<file path="config.mk">
export PLATFORM = sky130hd
export DESIGN_NAME = input_port_buffer
export DESIGN_NICKNAME = d
export VERILOG_FILES = /design/src/rtl/input_port_buffer.sv
export SDC_FILE = /design/constraint.sdc
export NUM_CORES = 1
export LEC_CHECK = 0
export CAP_MARGIN = 20
export CORE_MARGIN = 3
export CORE_UTILIZATION = 38
export DETAILED_ROUTE_END_ITERATION = 8
export SLEW_MARGIN = 20
export SYNTH_ARGS = -nofsm -noshare
export SYNTH_HDL_FRONTEND = slang
export SYNTH_SLANG_ARGS = --single-unit
</file>
<file path="constraint.sdc">
create_clock -name clk -period 2.3 [get_ports clk]
set_input_delay 0.23 -clock clk [delete_from_list [all_inputs] [get_ports clk]]
set_output_delay 0.23 -clock clk [all_outputs]
set_load 0.05 [all_outputs]
</file>
<file path="src/rtl/input_port_buffer.sv">
// Per-input-port flit buffer with a wormhole packet controller.
// Incoming flits are queued in a small FIFO. The head flit goes to route compute,
// and the returned one-hot route is held for the whole packet. The packet is
// streamed to the crossbar once the switch allocator grants the request.
module input_port_buffer #(
    parameter int DEPTH   = 4,
    parameter int DEPTH_W = 2,
    parameter int FLIT_W  = 8
) (
    input  logic               clk,
    input  logic               rst_n,
    input  logic [FLIT_W-1:0]  in_flit,
    input  logic               in_valid,
    output logic               in_ready,
    output logic [FLIT_W-1:0]  Ni,
    input  logic               e1,
    input  logic               e2,
    input  logic               e3,
    input  logic               e4,
    input  logic               e5,
    output logic [4:0]         req,
    input  logic               gnt,
    output logic [FLIT_W-1:0]  out_flit,
    output logic               out_valid,
    input  logic               out_ready,
    output logic               pkt_err,
    output logic [DEPTH_W:0]   fifo_count
);

    typedef enum logic [1:0] {
        IDLE     = 2'd0,
        WAIT_GNT = 2'd1,
        ACTIVE   = 2'd2,
        DROP     = 2'd3
    } state_t;

    localparam logic [1:0] T_BODY = 2'b00;
    localparam logic [1:0] T_TAIL = 2'b01;
    localparam logic [1:0] T_HDR  = 2'b10;
    localparam logic [1:0] T_HT   = 2'b11;

    localparam logic [DEPTH_W:0] FULL_COUNT = (DEPTH_W+1)'(DEPTH);

    logic [FLIT_W-1:0]  mem [DEPTH];
    logic [DEPTH_W-1:0] wr_ptr;
    logic [DEPTH_W-1:0] rd_ptr;
    logic [DEPTH_W:0]   count;

    state_t state;
    state_t state_next;

    logic               full;
    logic               empty;
    logic               push;
    logic               pop;
    logic [FLIT_W-1:0]  head;
    logic [1:0]         head_type;
    logic [4:0]         route_en;
    logic               route_onehot;
    logic               req_load;
    logic               req_clear;
    logic               err_now;

    assign full         = (count == FULL_COUNT);
    assign empty        = (count == '0);
    assign push         = in_valid && !full;
    assign head         = mem[rd_ptr];
    assign head_type    = head[FLIT_W-1 -: 2];
    assign route_en     = {e5, e4, e3, e2, e1};
    assign route_onehot = (route_en != 5'd0) && ((route_en & (route_en - 5'd1)) == 5'd0);

    assign in_ready   = !full;
    assign Ni         = empty ? '0 : head;
    assign out_flit   = Ni;
    assign fifo_count = count;

    // Flit storage: data only, so it needs no reset; the pointers define validity
    always_ff @(posedge clk) begin
        if (push) begin
            mem[wr_ptr] <= in_flit;
        end
    end

    // FIFO pointers and occupancy; pointers wrap naturally since DEPTH is a power of two
    always_ff @(posedge clk or negedge rst_n) begin
        if (!rst_n) begin
            wr_ptr <= '0;
            rd_ptr <= '0;
            count  <= '0;
        end else begin
            if (push) begin
                wr_ptr <= wr_ptr + 1'b1;
            end
            if (pop) begin
                rd_ptr <= rd_ptr + 1'b1;
            end
            case ({push, pop})
                2'b10:   count <= count + 1'b1;
                2'b01:   count <= count - 1'b1;
                default: count <= count;
            endcase
        end
    end

    // Packet controller state register
    always_ff @(posedge clk or negedge rst_n) begin
        if (!rst_n) begin
            state <= IDLE;
        end else begin
            state <= state_next;
        end
    end

    // Latched route request; held from header routing until the tail leaves
    always_ff @(posedge clk or negedge rst_n) begin
        if (!rst_n) begin
            req <= 5'd0;
        end else if (req_clear) begin
            req <= 5'd0;
        end else if (req_load) begin
            req <= route_en;
        end
    end

    // Registered error pulse so the output is a clean one-cycle strobe
    always_ff @(posedge clk or negedge rst_n) begin
        if (!rst_n) begin
            pkt_err <= 1'b0;
        end else begin
            pkt_err <= err_now;
        end
    end

    // Next-state, pop decision and output valid for the wormhole controller
    always_comb begin
        state_next = state;
        pop        = 1'b0;
        err_now    = 1'b0;
        req_load   = 1'b0;
        req_clear  = 1'b0;
        out_valid  = 1'b0;
        case (state)
            IDLE: begin
                if (!empty) begin
                    if (head_type == T_HDR || head_type == T_HT) begin
                        if (route_onehot) begin
                            req_load   = 1'b1;
                            state_next = WAIT_GNT;
                        end else begin
                            // Unroutable header: discard it, and the rest of the packet if any
                            err_now = 1'b1;
                            pop     = 1'b1;
                            if (head_type == T_HDR) begin
                                state_next = DROP;
                            end
                        end
                    end else begin
                        // Body or tail with no header in front of it
                        err_now = 1'b1;
                        pop     = 1'b1;
                    end
                end
            end
            WAIT_GNT: begin
                if (gnt) begin
                    state_next = ACTIVE;
                end
            end
            ACTIVE: begin
                out_valid = !empty;
                if (!empty && out_ready) begin
                    pop = 1'b1;
                    if (head_type == T_TAIL || head_type == T_HT) begin
                        req_clear  = 1'b1;
                        state_next = IDLE;
                    end
                end
            end
            DROP: begin
                if (!empty) begin
                    pop = 1'b1;
                    if (head_type == T_HDR || head_type == T_HT) begin
                        err_now = 1'b1;
                    end
                    // A single-flit packet also carries a tail, so it ends the drop too
                    if (head_type == T_TAIL || head_type == T_HT) begin
                        state_next = IDLE;
                    end
                end
            end
            default: begin
                state_next = IDLE;
            end
        endcase
        if (head_type == T_BODY && state == IDLE && empty) begin
            state_next = IDLE;
        end
    end

endmodule

</file>
### Word level (Yosys, flattened, before mapping)

Memories as Yosys holds them, arrays and structs flattened.
Index checks and enable logic that the tools add are counted.

| storage, ports and cells | value |
|---|---|
| register bits after elaboration | 15 |
| bits in writable memories | 32 |
| output and inout bits | 27 |
| memories | 1 |

Memories:

| name | depth | bits a word | rd ports | clocked after Yosys merged registers in | write ports | line | text |
|---|---|---|---|---|---|---|---|
| mem | 4 | 8 | 1 | 0 | 1 | 44 | `logic [FLIT_W-1:0] mem [DEPTH];` |

| operators by class | value |
|---|---|
| add/subtract/negate cells | 5 |
| eq/ne operators | 15 |
| multiplexer cells | 33 |
| bitwise logic cells | 1 |
| reduce and logical (&&, ||, !) cells | 17 |

Operator list:

| operator | count |
|---|---|
| $mux W2 | 9 |
| $mux W1 | 17 |
| $eq A2 B2 Y1 const B | 5 |
| $mux W5 | 2 |
| $ne A3 B3 Y1 const B | 3 |
| $mux W8 | 1 |
| $pmux W2 S4 | 1 |
| $eq A2 B1 Y1 const B | 3 |
| $ne A3 B2 Y1 const B | 2 |
| $pmux W3 S2 | 1 |
| $reduce_and A6 Y1 | 1 |
| $and A5 B5 Y5 | 1 |
| $logic_and A1 B1 Y1 | 5 |
| $logic_not A5 Y1 | 1 |
| $reduce_bool A5 Y1 | 1 |
| $sub A5 B1 Y5 const B | 1 |
| $add A2 B1 Y2 const B | 2 |
| $logic_not A2 Y1 | 2 |
| $ne A4 B3 Y1 const B | 1 |
| $reduce_bool A2 Y1 | 2 |
| $add A3 B1 Y3 const B | 1 |
| $eq A3 B3 Y1 const B | 1 |
| $logic_not A3 Y1 | 1 |
| $pmux W1 S3 | 1 |
| other kinds (4) | 6 |

### Depth between registers and ports, before layout

| logic depth | value |
|---|---|
| depth after elaboration | 10 |
| gate-level depth with buffers | 11 |
| gate-level depth less buffers | 11 |

### Least setup slack after synthesis

OpenSTA, ideal clock, no wires.

| path | value |
|---|---|
| path type | flip-flop to flip-flop |
| start point | reg count[2], in the netlist fifo_count[2] |
| end point | reg count[2], in the netlist fifo_count[2] |
| library setup time | 0.082 ns |
| arrival | 2.656 ns |
| slack | -0.438 ns |
| cell stages (with the launch flop) | 10 |
| buffers on the path | 0 |
| period minus slack after synthesis | 2.738 ns |
| cell sequence | dfrtp_1 -> nand3_1 -> and2_1 -> inv_1 -> ha_1 -> inv_1 -> fa_1 -> xor2_1 -> nor2_1 -> xor2_1 |

| on the way | value |
|---|---|
| elaborated cells between the ends (all ways) | 16 |
| classes of those cells | add/sub: 2; eq/ne: 3; mux: 5; reduce/logical: 6 |

RTL lines:

| element | line | text |
|---|---|---|
| start: declaration | 47 | `logic [DEPTH_W:0] count;` |
| start signal: assignment | 98 | `2'b10: count <= count + 1'b1;` |
| start signal: assignment | 99 | `2'b01: count <= count - 1'b1;` |
| start signal: assignment | 100 | `default: count <= count;` |
| $eq A3 B3 Y1 * | 64 | `assign full = (count == FULL_COUNT);` |
| $logic_not A1 Y1 * | -- |  |
| named net in_ready | 14 | `output logic in_ready,` |
| $logic_and A1 B1 Y1 * | 66 | `assign push = in_valid && !full;` |
| $eq A2 B1 Y1 or $eq A2 B2 Y1 (tied branches) | 97 | `case ({push, pop})` |
| $pmux W3 S2 or $reduce_bool A2 Y1 (tied branches) | -- |  |

The timed path passes the listed nets; every way through them passes the cells marked *.
A chain may end at the register's enable or synchronous reset.

### Worst setup path in the final report

| path | value |
|---|---|
| start point | in e1 |
| end point | reg count[2], in the netlist fifo_count[2] |

| on the way | value |
|---|---|
| cells in the longest elaborated chain, start to end | 10 |
| elaborated cells between the ends (all ways) | 13 |
| classes of those cells | add/sub: 1; eq/ne: 2; mux: 5; bitwise: 1; reduce/logical: 4 |

RTL lines:

| element | line | text |
|---|---|---|
| start: declaration | 16 | `input logic e1,` |
| $sub A5 B1 Y5 | 70 | `assign route_onehot = (route_en != 5'd0) && ((route_en & (route_en - 5'd1)) == 5'd0);` |
| $and A5 B5 Y5 | 70 |  |
| $logic_not A5 Y1 | 70 |  |
| $logic_and A1 B1 Y1 * | 70 |  |
| $mux W1 * | 146 | `if (route_onehot) begin` |
| $mux W1 * | 145 | `if (head_type == T_HDR \|\| head_type == T_HT) begin` |
| $mux W1 * | 144 | `if (!empty) begin` |
| $pmux W1 S3 * | 142 | `case (state)` |
| named net pop | 55 | `logic pop;` |
| $eq A2 B1 Y1 or $eq A2 B2 Y1 (tied branches) | 97 |  |
| $pmux W3 S2 or $reduce_bool A2 Y1 (tied branches) | -- |  |

Marked as above.

==> summary.txt <==
Status
  – Status: finished, final reports clean

Clock tree
  – Hold buffers post-CTS: 0
  – Clock slew seen by the registers of the worst setup and hold paths: ~0.090 ns
  – Num CTS Buffers: 5
  – CTS tree: yes
  – Root Driver: clkbuf_8
  – Clk buf depth: 2
  – Worst skew pair latency: around 0.3 ns
  – CTS Sinks: 47
  – H-tree depth: 2

Cells and area
  – Antenna diode count: 0
  – Fill cell count: around 530
  – Layout net count: between 200 and 250
  – Commonest non-fill, non-tap cell in the layout: edfxtp_1
  – Post-Layout Cell Count: between 200 and 300
  – Layout cells sized above 1: between 20% and 30%
  – Area grow syn2layout: 26.1%
  – Area of the multi-input gates: 923 um2
  – Commonest non-fill, non-tap cells in the layout: 32 x edfxtp_1, 27 x buf_4, 26 x clkdlybuf4s50_1
  – Sequential cell area: 1340 um2

Die
  – Starting Density: around two fifths
  – FP Rows: 28
  – Core Area: roughly 6000 um2
  – Die Ht: roughly 85 um
  – Die area: 7170 um2
  – DIE WIDTH: approximately 85 um
  – I/O Pins: 45

Global routing
  – Met2 GRT Util: a little under a quarter
  – GRT met1 Usage: 16.2%
  – Largest net degree at the start of global routing: 18
  – Final global-route overflow total: 0
  – Vias in the first global route: approximately 1500
  – Total GRT Usage: between 10% and 20%
  – Global Route met3 Usage: just under 3%
  – GRT busiest layer: met2
  – First-pass GRT wire length: 7.32 mm
  – Initial antenna violation count: 0

Yosys
  – Post-synth EDFFs: 32
  – Syn Nets: roughly 190
  – Ys async rst share: between 30% and 40%
  – Syn_area_per_cell: 14.4 um2
  – Post-Syn Area: 2350 um2
  – Primary FF master, synth: edfxtp_1
  – Register area share after synthesis: between 50% and 60%
  – Cells after synthesis: ~160
  – #FFs+latches synth: 47
  – YS warnings: 0
  – Cell variety after synth: 43

Drt
  – Post-route DRC violation count: 0
  – WL final: roughly 4.5 mm
  – Number of DRC markers in iteration 0: 44
  – Antenna-violating nets left: 0
  – Routed vias: ~1400
  – Vias per Instance: 5.01
  – Pre-Repair DR Iteration Count: 4
  – Drt wl/cell: around 15 um

Place
  – Input/output buffers: 44
  – Pre-CTS setup slack: -0.407 ns
  – Cells after DPL: around 280
  – GP Congestion: around 0.79
  – Post-DP HPWL: about 3.5 mm

STA
  – RSZ-0062 raised after global routing: yes
  – Final min period: about 2.3 ns
  – Min Hold Slack: about 0.35 ns
  – Worst-margin pin slew: roughly 0.71 ns
  – Final setup vio count: 0
  – Worst rel slew slack: between 50% and 60%
  – Final Hold Viols: 0
  – Final worst path period share: between 90% and 100%
  – Final Worst Setup Slack: about 0.015 ns
  – Max Freq: approximately 440 MHz
  – Fin. max-slew vios: 0
  – Clock Skew: 0.00577 ns

Critical path
  – Critical Path, Cell by Cell: clkdlybuf4s50_1 > and2b_1 > o21ai_4 > and2_4 > o21ai_2 > a21oi_2 > ha_2 > inv_2 > fa_2 > xor2_1 > nor2_1 > xor2_1
  – WS Path Type: input port to flop
  – WP data required: ~2.5 ns
  – Startpoint type of the worst setup path: input port
  – CP endpoint kind: flop
  – Critical path arrival: around 2.5 ns
  – CP peak stage delay: 0.56 ns
  – Critical path peak fanout: 5
  – Cell repeated most along the worst path: xor2_1
  – Crit-path slowest cell: clkdlybuf4s50_1

Job
  – Max cap viols: 0

Hold path
  – Hold Path Class: input port to async pin
==> timing repair <==
action                     CTS  global route
gates resized for setup      3             5
pin swaps                    1             3
buffers inserted             0             0
setup endpoints to repair    2             2
==> metal layers <==
layer	vias to the layer above	routed length [um]	part of all wire (%)
met3	4	138	3.1
li1	686	-	-
met2	30	2360	53
met4	0	40	0.90
met1	727	1920	43
met5	-	0	0
==> Yosys cell counts, drive strengths merged, types with 2 or more instances <==
| master | n | area [um2] |
|---|---|---|
| edfxtp | 32 | 961 |
| dfrtp | 15 | 375 |
| inv | 12 | 45.0 |
| buf | 11 | 86.3 |
| ha | 11 | 138 |
| and2 | 10 | 62.6 |
| mux4 | 8 | 188 |
| nor2 | 8 | 30.0 |
| mux2i | 7 | 70.1 |
| and3 | 5 | 32.5 |
| nand2 | 5 | 21.3 |
| a21oi | 4 | 20.0 |
| nor3 | 4 | 20.0 |
| o21ai | 4 | 31.3 |
| xor2 | 4 | 35.0 |
| a211oi | 2 | 27.5 |
| and2b | 2 | 15.0 |
| nand2b | 2 | 12.5 |
| xnor2 | 2 | 17.5 |
==> layout make-up <==
cell class | count | area share, %
clock buffer | 5 | 2.32
timing repair buffer | 54 | 15.9
multi-input combinational | 93 | 31.1
sequential | 47 | 45.2
clock inverter | 3 | 0.843
inverter | 12 | 1.52
tap | 75 | 3.16
==> path summary, 6_finish.rpt <==
| kind | slack [ns] | from | cells after the start | endpoint |
|---|---|---|---|---|
| worst max-delay path | 0.02 | e1 | 12 | fifo_count[2] |
| worst min-delay path | 0.35 | rst_n | 1 | state[0] |
| worst max register to register | 0.03 | rd_ptr[0] | 10 | fifo_count[2] |
| worst min register to register | 0.52 | fifo_count[0] | 1 | fifo_count[0] |
| max in group asynchronous | 1.45 | rst_n | 1 | fifo_count[0] |
| min in group clk | 0.45 | e2 | 3 | req[1] |
==> metrics by stage <==
stage	cell area, um2	utilization [%]	setup TNS, ns
2_1_floorplan	2380	-	-0.00181
3_3_place_gp	2850	47.9	-0.512
3_5_place_dp	2850	47.9	-0.746
4_1_cts	2950	49.5	0
5_1_grt	2970	49.8	-0.0920
6_report	2970	49.8	0
==> worst max-delay path, delay by kind of cell <==
family                   cells  cell delay [ns]
adder cells (fa/ha/maj)      2             0.52
buffers and inverters        2             0.60
XOR/XNOR                     2             0.30
AO/OA/AOI/OAI                3             0.34
AND/OR/NAND/NOR              3             0.52
==> registers in the layout (all words and copies together) (netlist names) <==
| signal | flops |
|---|---|
| rd_ptr | 2 |
| wr_ptr | 2 |
| mem | 32 |
| fifo_count | 3 |
| state | 2 |
| pkt_err | 1 |
| req | 5 |
==> kinds of logic (layout without fill, tap and decap cells) <==
logic type | count (synthesis) | in the layout | share of synthesized area (%)
adders and majority gates | 12 | 12 | 6.70
and+or+nand+nor | 41 | 41 | 9.68
xor gates and xnor gates | 6 | 6 | 2.23
buffers and inverters | 24 | 74 | 5.95
DFF | 47 | 47 | 56.8
muxes | 16 | 16 | 11.6
AOI/OAI and AO/OA | 18 | 18 | 7.07
Power is left out: the tool's default activity adds up to more than one toggle a clock period on the data nets, which glitch-free logic cannot reach.
